$ cat src/rtl/mips_pkg.sv
// mips_pkg: shared pipeline-control types and constants
package mips_pkg;
    typedef enum logic [1:0] {RUN, MEM_WAIT, HALT} ctrl_state_t;
    localparam logic [4:0] REG_ZERO = 5'd0;
    localparam int MEM_TIMEOUT_DEF = 16;
endpackage

$ cat src/rtl/pipe_hazard_ctrl_hazard_detect.sv
// hazard_detect: load-use comparator between the ID/EX load and the IF/ID sources
module hazard_detect
    import mips_pkg::*;
(
    input  logic       id_ex_mem_read,
    input  logic [4:0] id_ex_rt,
    input  logic [4:0] if_id_rs,
    input  logic [4:0] if_id_rt,
    output logic       lu
);
    assign lu = id_ex_mem_read && id_ex_rt != REG_ZERO && (id_ex_rt == if_id_rs || id_ex_rt == if_id_rt);
endmodule

$ cat src/rtl/pipe_hazard_ctrl.sv
// pipe_hazard_ctrl: MIPS pipeline stall/flush sequencer; PIPE_HAZARD_CTRL_PERF_CNT_EN adds perf counters
module pipe_hazard_ctrl
    import mips_pkg::*;
#(
`ifdef PIPE_HAZARD_CTRL_PERF_CNT_EN
    parameter int CNT_W = 32,
`endif
    parameter int MEM_TIMEOUT = MEM_TIMEOUT_DEF
) (
    input  logic       clock,
    input  logic       reset,
    input  logic [4:0] if_id_rs,
    input  logic [4:0] if_id_rt,
    input  logic       id_ex_mem_read,
    input  logic [4:0] id_ex_rt,
    input  logic       ex_mem_branch,
    input  logic       ex_mem_z,
    input  logic       ex_mem_mem_read,
    input  logic       ex_mem_mem_write,
    input  logic       dmem_ready,
    output logic       dmem_req,
    output logic       pc_write,
    output logic       pc_src,
    output logic       if_id_write,
    output logic       if_id_flush,
    output logic       id_ex_write,
    output logic       id_ex_flush,
    output logic       ex_mem_write,
    output logic       ex_mem_flush,
    output logic       mem_wb_bubble,
`ifdef PIPE_HAZARD_CTRL_PERF_CNT_EN
    output logic [CNT_W-1:0] perf_stall_cycles,
    output logic [CNT_W-1:0] perf_flush_cnt,
    output logic [CNT_W-1:0] perf_lu_cnt,
`endif
    output logic       halted
);
    ctrl_state_t state, state_nx;
    logic [7:0] wait_cnt, cnt_nx;
    logic lu, taken, memop, lu_stall, flush_ev;

    assign taken = ex_mem_branch && ex_mem_z;
    assign memop = ex_mem_mem_read || ex_mem_mem_write;
    assign halted = state == HALT;

    hazard_detect u_hd (
        .id_ex_mem_read(id_ex_mem_read),
        .id_ex_rt(id_ex_rt),
        .if_id_rs(if_id_rs),
        .if_id_rt(if_id_rt),
        .lu(lu)
    );

    always_ff @(posedge clock) begin
        if (!reset) begin
            state <= RUN;
            wait_cnt <= '0;
        end else begin
            state <= state_nx;
            wait_cnt <= cnt_nx;
        end
    end

    always_comb begin
        state_nx = state;
        cnt_nx = wait_cnt;
        if (state == RUN && !taken && memop && !dmem_ready) begin
            state_nx = MEM_WAIT;
            cnt_nx = '0;
        end else if (state == MEM_WAIT) begin
            cnt_nx = wait_cnt + 8'd1;
            state_nx = dmem_ready ? RUN : (wait_cnt == 8'(MEM_TIMEOUT - 1)) ? HALT : MEM_WAIT;
        end
    end

    always_comb begin
        dmem_req = 1'b0;
        pc_write = 1'b1;
        pc_src = 1'b0;
        if_id_write = 1'b1;
        if_id_flush = 1'b0;
        id_ex_write = 1'b1;
        id_ex_flush = 1'b0;
        ex_mem_write = 1'b1;
        ex_mem_flush = 1'b0;
        mem_wb_bubble = 1'b0;
        lu_stall = 1'b0;
        flush_ev = 1'b0;
        if (state == HALT || (state == MEM_WAIT && !dmem_ready)) begin
            dmem_req = state == MEM_WAIT;
            {pc_write, if_id_write, id_ex_write, ex_mem_write} = '0;
            mem_wb_bubble = 1'b1;
        end else if (state == RUN && taken) begin
            pc_src = 1'b1;
            {if_id_flush, id_ex_flush, ex_mem_flush} = '1;
            flush_ev = 1'b1;
        end else begin
            // a completed MEM_WAIT lands here too, so a pending load-use still gets its bubble
            dmem_req = memop;
            if (memop && !dmem_ready) begin
                {pc_write, if_id_write, id_ex_write, ex_mem_write} = '0;
                mem_wb_bubble = 1'b1;
            end else if (lu) begin
                pc_write = 1'b0;
                if_id_write = 1'b0;
                id_ex_flush = 1'b1;
                lu_stall = 1'b1;
            end
        end
    end

`ifdef PIPE_HAZARD_CTRL_PERF_CNT_EN
    always_ff @(posedge clock) begin
        if (!reset) begin
            perf_stall_cycles <= '0;
            perf_flush_cnt <= '0;
            perf_lu_cnt <= '0;
        end else begin
            if (!pc_write && ~&perf_stall_cycles) perf_stall_cycles <= perf_stall_cycles + CNT_W'(1);
            if (flush_ev && ~&perf_flush_cnt) perf_flush_cnt <= perf_flush_cnt + CNT_W'(1);
            if (lu_stall && ~&perf_lu_cnt) perf_lu_cnt <= perf_lu_cnt + CNT_W'(1);
        end
    end
`else
    logic unused_ev;
    assign unused_ev = lu_stall ^ flush_ev;
`endif
endmodule

$ cat config.mk
export PLATFORM = sky130hd
export DESIGN_NAME = pipe_hazard_ctrl
export DESIGN_NICKNAME = d
export VERILOG_FILES = /design/src/rtl/mips_pkg.sv /design/src/rtl/pipe_hazard_ctrl_hazard_detect.sv /design/src/rtl/pipe_hazard_ctrl.sv
export SDC_FILE = /design/constraint.sdc
export NUM_CORES = 1
export LEC_CHECK = 0
export CORE_MARGIN = 2
export CORE_UTILIZATION = 37
export DETAILED_ROUTE_END_ITERATION = 8
export GPL_ROUTABILITY_DRIVEN = 0
export HOLD_SLACK_MARGIN = 0.15
export PLACE_DENSITY = 0.82
export SLEW_MARGIN = 40
export SYNTH_ARGS = -nofsm -noshare
export SYNTH_HDL_FRONTEND = slang
export SYNTH_HIERARCHICAL = 1
export SYNTH_SLANG_ARGS = --single-unit
$ cat constraint.sdc
create_clock -name clock -period 1.7 [get_ports clock]
set_input_delay 0.255 -clock clock [delete_from_list [all_inputs] [get_ports clock]]
set_output_delay 0.255 -clock clock [all_outputs]
set_load 0.02 [all_outputs]
==> run summary <==
Placement
• Setup Slack @ Placement: -0.930 ns
• quantity of I/O buffers inserted on ports: 33
• sum of net half-perimeters after detailed placement: 1690 um

Detailed routing
• detailed-route wire length per cell: 13.9 um
• number of nets still failing antenna checks after routing: 0
• detailed-route wire length: 2190 um
• Vias per Instance: 5.09
• # DRC: 0
• number of iterations in the first detailed-routing pass: 4
• Iteration-0 DRC Markers: 18
• vias after detailed routing: 804

Final layout
• synthesis-to-layout area growth: 63.5%
• diode insertion count for antenna repair: 0
• Net count, final: 156
• layout cell share with drive strength beyond 1: 37.4%
• sequential cell area: 201 um^2
• multi-input combinational cell area: 593 um^2
• post-layout utilization of the core: 64.2%
• filler cell count: 184

Worst setup path
• signal arrival time at the worst endpoint: 1.53 ns
• largest fanout on the critical path: 2
• CP cell instances: buf_6 -> or4_4 -> o21ai_2 -> a21oi_2 -> nor2b_4 -> a211oi_4 -> buf_6
• biggest cell delay along the critical path: 0.52 ns
• category of cells accounting for the largest share of critical-path delay: simple AND/OR/NAND/NOR gates
• combined buffer and inverter count along the critical path: 2
• R2R depth: 4
• Worst Setup End Kind: output pin
• most frequent cell on the critical path: sky130_fd_sc_hd__buf_6
• worst reg2reg endpoint: wait_cnt[6]
• Worst Path Class, Setup: in2out
• Startpoint Class: primary input
• cell type of the slowest stage on the worst timing path: sky130_fd_sc_hd__or4_4
• reg-to-reg slack, setup: 0.31 ns
• required time worst endpoint: 1.44 ns
• R2R Path Start: wait_cnt[0]

Global routing
• via count of the first global-routing pass: 850
• GRT Util Overall: 18.9%
• initial antenna violation count: 0
• overflow left after global routing: 0
• maximum number of pins on one net before global-route repair: 10
• global-route wire length before repair: 3600 um

Timing
• Worst-Margin Slew: 0.377 ns
• Tcrit/Tclk final: 105%
• Final Hold Viols: 0
• least setup slack across all paths after layout: -0.0858 ns
• clock tree skew after final layout: 0.000644 ns
• Setup TNS: -0.181 ns
• Slew Limit Headroom: 74.6%
• Pins Over Slew Limit: 0
• RSZ-0062 raised after global routing: yes
• post-layout min period: 1.79 ns
• setup violation total in the final timing report: 3
• maximum clock frequency: 560 MHz

Power
• reported net switching power: 0.000210 W
• peak supply drop: 0.000426 V
• static leakage power: 0.538 nW
• internal power: 0.000489 W
• Power Dens Cells: 554 nW/um^2
• Clock power frac: 32.8%
• logic gate share of total power: 32.8%
• part of the power in registers: 34.5%
• fraction of power spent switching nets: 30.0%
• Total Power: 0.000699 W

Yosys
• share of flip-flops with an asynchronous set or reset after synthesis: 0%
• combined area of all synthesized cells: 771 um^2
• top cell type's share of synthesized area: 26.0%
• Seq cells post-synth: 10
• most frequent cells after synthesis: sky130_fd_sc_hd__dfxtp_1 (10), sky130_fd_sc_hd__a21oi_1 (7), sky130_fd_sc_hd__xor2_1 (6)
• Net Count, Synth: 113
• Cell variety after synth: 38
• Area contributors post-synth: sky130_fd_sc_hd__dfxtp_1 (26%), sky130_fd_sc_hd__xor2_1 (6.8%), sky130_fd_sc_hd__xnor2_1 (5.7%)
• average instance area after synthesis: 8.66 um^2
• EDFF count, synth: 0
• Seq/Total Area, Yosys: 26.0%
• library cell with the largest summed area after synthesis: sky130_fd_sc_hd__dfxtp_1
• cell with the most instances after synthesis: sky130_fd_sc_hd__dfxtp_1
• number of instances in the synthesized netlist: 89
• Synthesis Warnings: 6
• most used flip-flop cell after synthesis: sky130_fd_sc_hd__dfxtp_1

Clocking
• level count of the clock H-tree: 1
• worst skew pair latency: 0.28 ns
• count of hold buffers inserted by post-cts repair: 0
• clock root buffer master: sky130_fd_sc_hd__clkbuf_4
• Clock Pin Slew Worst Setup and Hold Paths: 0.07 ns
• setup bufs post-CTS: 0
• clock buffers created by TritonCTS: 3
• Num Clock Sinks: 10
• CTS tree: yes
• maximum buffer depth of the clock tree: 2

Die
• Initial Util: 39.3%
• Core Rows: 16
• area of the die: 2460 um^2
• Die Height: 49.6 um
• core area: 1960 um^2
• I/O pin cnt: 34
• die outline width: 49.6 um

Outcome
• violations in the final reports: setup timing
• status: finished, violations left

Run
• count of maximum capacitance violations: 0

Worst hold path
• Worst Hold Launch: wait_cnt[5]
• hold path depth: 2
• worst min path class: reg2reg
• worst-case hold path end point: wait_cnt[5]

-- cell families (layout without fill, tap and decap cells) --
family                   Yosys count  in the layout  share of synthesized area [%]
adder cells (fa/ha/maj)            1              1                           1.62
flip-flops                        10             10                           26.0
multiplexers                       1              1                           1.30
XOR/XNOR                          11             11                           12.5
AND/OR/NAND/NOR                   31             31                           26.9
buffers and inverters              9             51                           8.28
AO/OA/AOI/OAI                     26             26                           23.4
-- per-stage QoR --
stage | hold slack [ns] | std cells | instance area, um^2
after floorplan | 0.383 | 89 | 807
after global routing | 0.534 | 158 | 1260
final | 0.510 | 158 | 1260
after CTS | 0.508 | 158 | 1220
after global placement | 0.479 | 154 | 1200
after detailed placement | 0.498 | 154 | 1200
-- sequential cells by signal, indices dropped and copies added (netlist names) --
register and flops:
wait_cnt 8, state 2
-- power groups by stage --
stage          Sequential, W  Combinational [W]  Clock (W)
6_report            0.000241           0.000229   0.000229
4_1_cts             0.000240           0.000218   0.000226
3_3_place_gp        0.000246           0.000224          0
5_1_grt             0.000241           0.000246   0.000233
2_1_floorplan       0.000245           0.000118          0
3_5_place_dp        0.000246           0.000229          0
-- worst max-delay path by stage --
stage / depth (start not counted) / start / endpoint / slack (ns)
after floorplan: 6 / id_ex_rt[1] / pc_write / -0.15
after global placement: 7 / id_ex_rt[1] / if_id_write / -0.92
after detailed placement: 7 / id_ex_rt[4] / if_id_write / -0.93
after CTS: 7 / id_ex_rt[2] / if_id_write / -0.1
after global routing: 8 / if_id_rt[4] / id_ex_flush / -0.16
final: 7 / id_ex_rt[2] / if_id_write / -0.09
-- cell usage in the layout, fill, tap and decap left out, drive strengths merged, types with 2 or more instances in the layout --
master,count
inv,3
nor2b,4
nand3,3
xnor2,5
clkdlybuf4s50,4
buf,23
dlymetal6s2s,2
clkbuf,5
o21ai,8
nor3,3
or4,2
nor2,4
dlygate4sd2,8
a211oi,2
a21oi,8
clkdlybuf4s15,6
a21o,2
or3,5
nand2,2
xor2,6
dfxtp,10
-- worst reg2reg max path, cell delays in order, from the launching register on --
cell and delay, ns:
sky130_fd_sc_hd__dfxtp_1 0.42, sky130_fd_sc_hd__ha_1 0.21, sky130_fd_sc_hd__nand3b_1 0.17, sky130_fd_sc_hd__or3_1 0.38, sky130_fd_sc_hd__a21oi_1 0.14
-- per-layer routing --
metal	GRT usage (%)	vias to the layer above	routed length [um]
met3	4.55	4	138
met2	37.1	25	1150
met5	0	-	0
met1	19.3	374	884
met4	5.56	0	22
li1	-	401	-
-- what timing repair did --
item,CTS,global route
endpoints found under the hold margin,0,0
resized for setup,78,17
pin swaps,15,3
endpoints found under the setup margin,11,9
gates cloned,0,0
-- layout make-up --
class,instances,share of cell area [%]
timing repair buffer,44,30.5
inverter,3,0.894
clock buffer,4,2.88
sequential,10,16.0
multi-input combinational,70,47.1
tap,27,2.68
Power figures use the tool's default switching activity.
==> edit 1 (same flow settings) <==
Change the package constant `REG_ZERO` from 5'd0 to 5'd1.
--- a/src/rtl/mips_pkg.sv
+++ b/src/rtl/mips_pkg.sv
@@ -2,5 +2,5 @@
 package mips_pkg;
     typedef enum logic [1:0] {RUN, MEM_WAIT, HALT} ctrl_state_t;
-    localparam logic [4:0] REG_ZERO = 5'd0;
+    localparam logic [4:0] REG_ZERO = 5'd1;
     localparam int MEM_TIMEOUT_DEF = 16;
 endpackage
Function: changed (Yosys sat finds a counterexample within 4 cycles, from zero or initial values and one cycle with reset low).
==> edit 1 against the unedited design <==
- setup slack got worse by 0.015 ns
- first-iteration DRC count shrank 33%
- total power grew 0.11%
- count of clock-buffer cells in the layout unchanged
- combinational power is 2% higher
- synthesized area is 0.32% higher
- clock skew about the same
- die area up 0.30%
- the run still ends with negative setup slack left
- maximum frequency is 0.86% lower
- design area increased by 0.40%
- sequential cell count stayed put
- highest routed layer unchanged
- utilization grew 0.26 points
- wire length shrank 0.18%
==> edit 1: results (changes against the unedited design) <==
Outcome
  – Status: finished, violations left (unchanged)
  – Failing checks: negative setup slack (unchanged)

Layout
  – Share of cells above drive strength 1: 40.6% (was 37.4%)
  – Fraction of area in multi-input gates: 47.1% (about the same)
  – Fillers: 174 (was 184)
  – Final clock-cell share: 2.87% (was 2.88%)
  – Top Registers: wait_cnt x8, state x2 (unchanged)
  – Signal inverters: 3 (unchanged)
  – NonClk Buf Share: 30.6% (was 30.5%)
  – Non-clock buffer count: 46 (was 44)

Logic synthesis
  – Synthesis Warnings: 6 (unchanged)
  – Main area contributors after synthesis: dfxtp_1 (26%), xor2_1 (6.8%), xnor2_1 (5.7%), a21oi_1 (4.5%), buf_4 (3.9%) (unchanged)
  – Sequential area share after synthesis: 25.9% (was 26.0%)
  – Syn_area_per_cell: 8.69 um^2 (was 8.66 um^2)
  – Synth top cells by count: dfxtp_1 (10), a21oi_1 (7), xor2_1 (6) (unchanged)
  – #FFs+latches synth: 10 (unchanged)

Detailed routing
  – Total wire length: 2190 um (about the same)
  – Post-DR wirelength/cell: 13.7 um (was 13.9 um)
  – Initial DRC count: 12 (was 18)
  – Vias per Instance: 5.09 (about the same)

Setup path
  – Slowest CP cell: or4b_4 (was or4_4)
  – Worst endpoint data arrival time: 1.55 ns (was 1.53 ns)
  – Largest delay share family, worst path: simple AND/OR/NAND/NOR gates (unchanged)
  – Crit path to: if_id_write (unchanged)

STA
  – Tightest Pin Transition: 0.414 ns (was 0.377 ns)
  – Final WS setup: -0.101 ns (was -0.0858 ns)
  – Clock Skew: 0.00105 ns (was 0.000644 ns)
  – Total negative setup slack: -0.219 ns (was -0.181 ns)
  – Final setup fails: 3 (unchanged)

Power and ir drop
  – Leakage: 0.537 nW (was 0.538 nW)
  – Comb pwr: 0.000233 W (was 0.000229 W)
  – Switching Fraction: 29.7% (was 30.0%)
  – Max VDD drop: 522 uV (was 426 uV)

Global route
  – Vias in the first global route: 829 (was 850)
  – First-pass GRT wire length: 3590 um (was 3600 um)
  – Initial antenna violation count: 0 (unchanged)
  – Global Route Usage Sum: 19.4% (was 18.9%)

Place
  – Dpl hpwl: 1680 um (was 1690 um)
  – Placement Setup Slack: -1.01 ns (was -0.930 ns)

Worst hold path
  – Hold Crit Depth: 2 (unchanged)
[edit 1: cell types whose count changed in the layout (fill, tap and decap cells not counted)]
cell / delta
dlymetal6s2s_1: -2
buf_2: +2
clkdlybuf4s50_1: +1
or4_4: -1
buf_6: +2
clkdlybuf4s15_1: -4
dlygate4sd2_1: +2
buf_4: +1
or4b_4: +1
[edit 1: timing repair]
| action | in CTS | in global routing |
|---|---|---|
| pin swaps | 18 | 2 |
| setup buffers | 1 | 0 |
| resized for setup | 89 | 12 |
| endpoints found under the setup margin | 11 | 8 |
[edit 1: per-stage QoR]
stage / power, W / utilization (%) / instance area, um^2
after CTS: 0.000699 / 64.2 / 1260
after detailed placement: 0.000477 / 61.5 / 1210
final: 0.000699 / 64.5 / 1260
after global placement: 0.000472 / 61.5 / 1210
after floorplan: 0.000364 / - / 810
after global routing: 0.000732 / 64.5 / 1260
[edit 1: logic make-up after synthesis]
group,share of synthesized area [%]
simple gates,27.2
compound gates,23.3
xor+xnor,12.5
flops,25.9
buf+inv,8.25
mux,1.29
fa+ha+maj,1.62
[edit 1: how the worst min path moves through the flow]
stage               slack [ns]   startpoint     endpoint
detailed placement        0.49  wait_cnt[7]  wait_cnt[7]
floorplan                 0.38        reset     state[1]
global route              0.54  wait_cnt[7]  wait_cnt[7]
finish                    0.50  wait_cnt[7]  wait_cnt[7]
CTS                       0.50  wait_cnt[7]  wait_cnt[7]
global placement          0.48  wait_cnt[7]  wait_cnt[7]
[edit 1: layer usage]
metal  vias to the layer above  share of wire [%]  track usage, %
li1                        406                  -               -
met1                       373                 38            19.8
met2                        31                 53            34.7
met3                         5                6.4            6.06
met4                         0                2.2            10.6
met5                         -                  0               0
==> edit 2 (same settings) <==
Made on the original files. Encoding of `ctrl_state_t`: now one-hot (3 bits for 3 states).
--- a/src/rtl/mips_pkg.sv
+++ b/src/rtl/mips_pkg.sv
@@ -1,5 +1,5 @@
 // mips_pkg: shared pipeline-control types and constants
 package mips_pkg;
-    typedef enum logic [1:0] {RUN, MEM_WAIT, HALT} ctrl_state_t;
+    typedef enum logic [2:0] {RUN = 3'b001, MEM_WAIT = 3'b010, HALT = 3'b100} ctrl_state_t;
     localparam logic [4:0] REG_ZERO = 5'd0;
     localparam int MEM_TIMEOUT_DEF = 16;
Behaviour: same outputs for any inputs over 10 cycles, from zero or initial values and one cycle with reset low; not proved beyond that.
==> edit 2 against the unedited design <==
- the flow still finishes with violations (negative setup slack)
- register-to-register slack got worse by 0.36 ns
- sequential cell count is 1 higher
- global-route usage down 1.3 points
- cell count rose by 6.3%
- total power up 1.9%
- non-clock buffer count increased by 5
- setup slack got worse by 0.030 ns
- design area is 4.9% higher
- clock power fell by 22%
- wire length down 5.5%
- synthesized area is 2.3% higher
- critical path type is now register to output pin
- largest cell class unchanged
==> edit 2: results (changes against the unedited design) <==
Global route
  – Global-route met3 utilization: 5.36% (was 4.55%)
  – Grt met2 use: 35.5% (was 37.1%)
  – Met1 usage: 16.3% (was 19.3%)
  – Vias in the first global route: 842 (was 850)
  – Global Route Usage Sum: 17.6% (was 18.9%)
  – First-pass GRT wire length: 3360 um (was 3600 um)
  – Largest net degree at the start of global routing: 15 (was 10)

STA
  – Tightest Pin Transition: 0.430 ns (was 0.377 ns)
  – Total negative setup slack: -0.631 ns (was -0.181 ns)
  – Final setup fails: 8 (was 3)
  – Final WS setup: -0.116 ns (was -0.0858 ns)
  – Clock Skew: 0.00781 ns (was 0.000644 ns)

Logic synthesis
  – Main area contributors after synthesis: dfxtp_1 (28%), xor2_1 (7.8%), o31ai_1 (4.8%), a21oi_1 (4.4%), xnor2_1 (4.4%) (was dfxtp_1 (26%), xor2_1 (6.8%), xnor2_1 (5.7%), a21oi_1 (4.5%), buf_4 (3.9%))
  – Syn Nets: 118 (was 113)
  – Sequential area share after synthesis: 27.9% (was 26.0%)
  – Synth top cells by count: dfxtp_1 (11), a21oi_1 (7), xor2_1 (7) (was dfxtp_1 (10), a21oi_1 (7), xor2_1 (6))
  – Distinct cell type count after synthesis: 37 (was 38)
  – Cell count after synthesis: 94 (was 89)

Power and ir drop
  – Max VDD drop: 291 uV (was 426 uV)
  – Leakage: 0.520 nW (was 0.538 nW)
  – Switching Fraction: 30.0% (about the same)
  – Pwr Density: 539 mW/mm^2 (was 554 mW/mm^2)

Setup path
  – Slowest CP cell: or3b_4 (was or4_4)
  – Max incr delay on CP: 0.40 ns (was 0.52 ns)
  – Crit-path max FO: 7 (was 2)

Worst hold path
  – Min-delay worst type: input pin to register (was register to register)
  – Hold Crit Depth: 3 (was 2)

Detailed routing
  – Metal3 WL: 118 um (was 138 um)
  – M1 WL: 732 um (was 884 um)
  – Vias per Instance: 5.15 (was 5.09)
  – Initial DRC count: 8 (was 18)
  – WL met2: 1200 um (was 1150 um)
  – Total wire length: 2070 um (was 2190 um)

Place
  – Cell count after placement: 160 (was 154)
  – Placement Setup Slack: -0.797 ns (was -0.930 ns)
  – Placed Area: 0.00122 mm^2 (was 0.00120 mm^2)
  – Dpl hpwl: 1610 um (was 1690 um)

Clocking
  – Post-CTS setup repair buffer count: 2 (was 0)
  – CTS resizes: 84 (was 78)
  – Clock Path Buffers: 2 (unchanged)

Layout
  – Share of cells above drive strength 1: 36.2% (was 37.4%)
  – Top Registers: wait_cnt x8, state x3 (was wait_cnt x8, state x2)
  – Layout Nets: 166 (was 156)

Outcome
  – Status: finished, violations left (unchanged)
  – Failing checks: negative setup slack (unchanged)
==> edit 2: cell type report <==
cell class / instances / area, um^2
Sequential cell: 11 / 231
Multi-Input combinational cell: 73 / 589
Clock buffer: 4 / 26.3
Tap cell: 27 / 33.8
Inverter: 4 / 15.0
Fill cell: 157 / 661
Timing Repair Buffer: 49 / 425
==> edit 2: cell families (layout without fill, tap and decap cells) <==
group	after synthesis	in the layout	share of synthesized area, %
buffers and inverters	10	57	7.62
XOR/XNOR	11	11	12.2
AND/OR/NAND/NOR	33	33	25.2
AO/OA/AOI/OAI	26	26	22.9
flip-flops	11	11	27.9
adder cells (fa/ha/maj)	1	1	1.59
multiplexers	2	2	2.54
==> edit 2: final timing paths <==
kind | from | end | slack, ns
setup / recovery | state[0] | id_ex_flush | -0.12
setup reg to reg | state[2] | wait_cnt[5] | -0.05
hold reg to reg | wait_cnt[3] | wait_cnt[3] | 0.52
hold / removal | dmem_ready | state[0] | 0.47
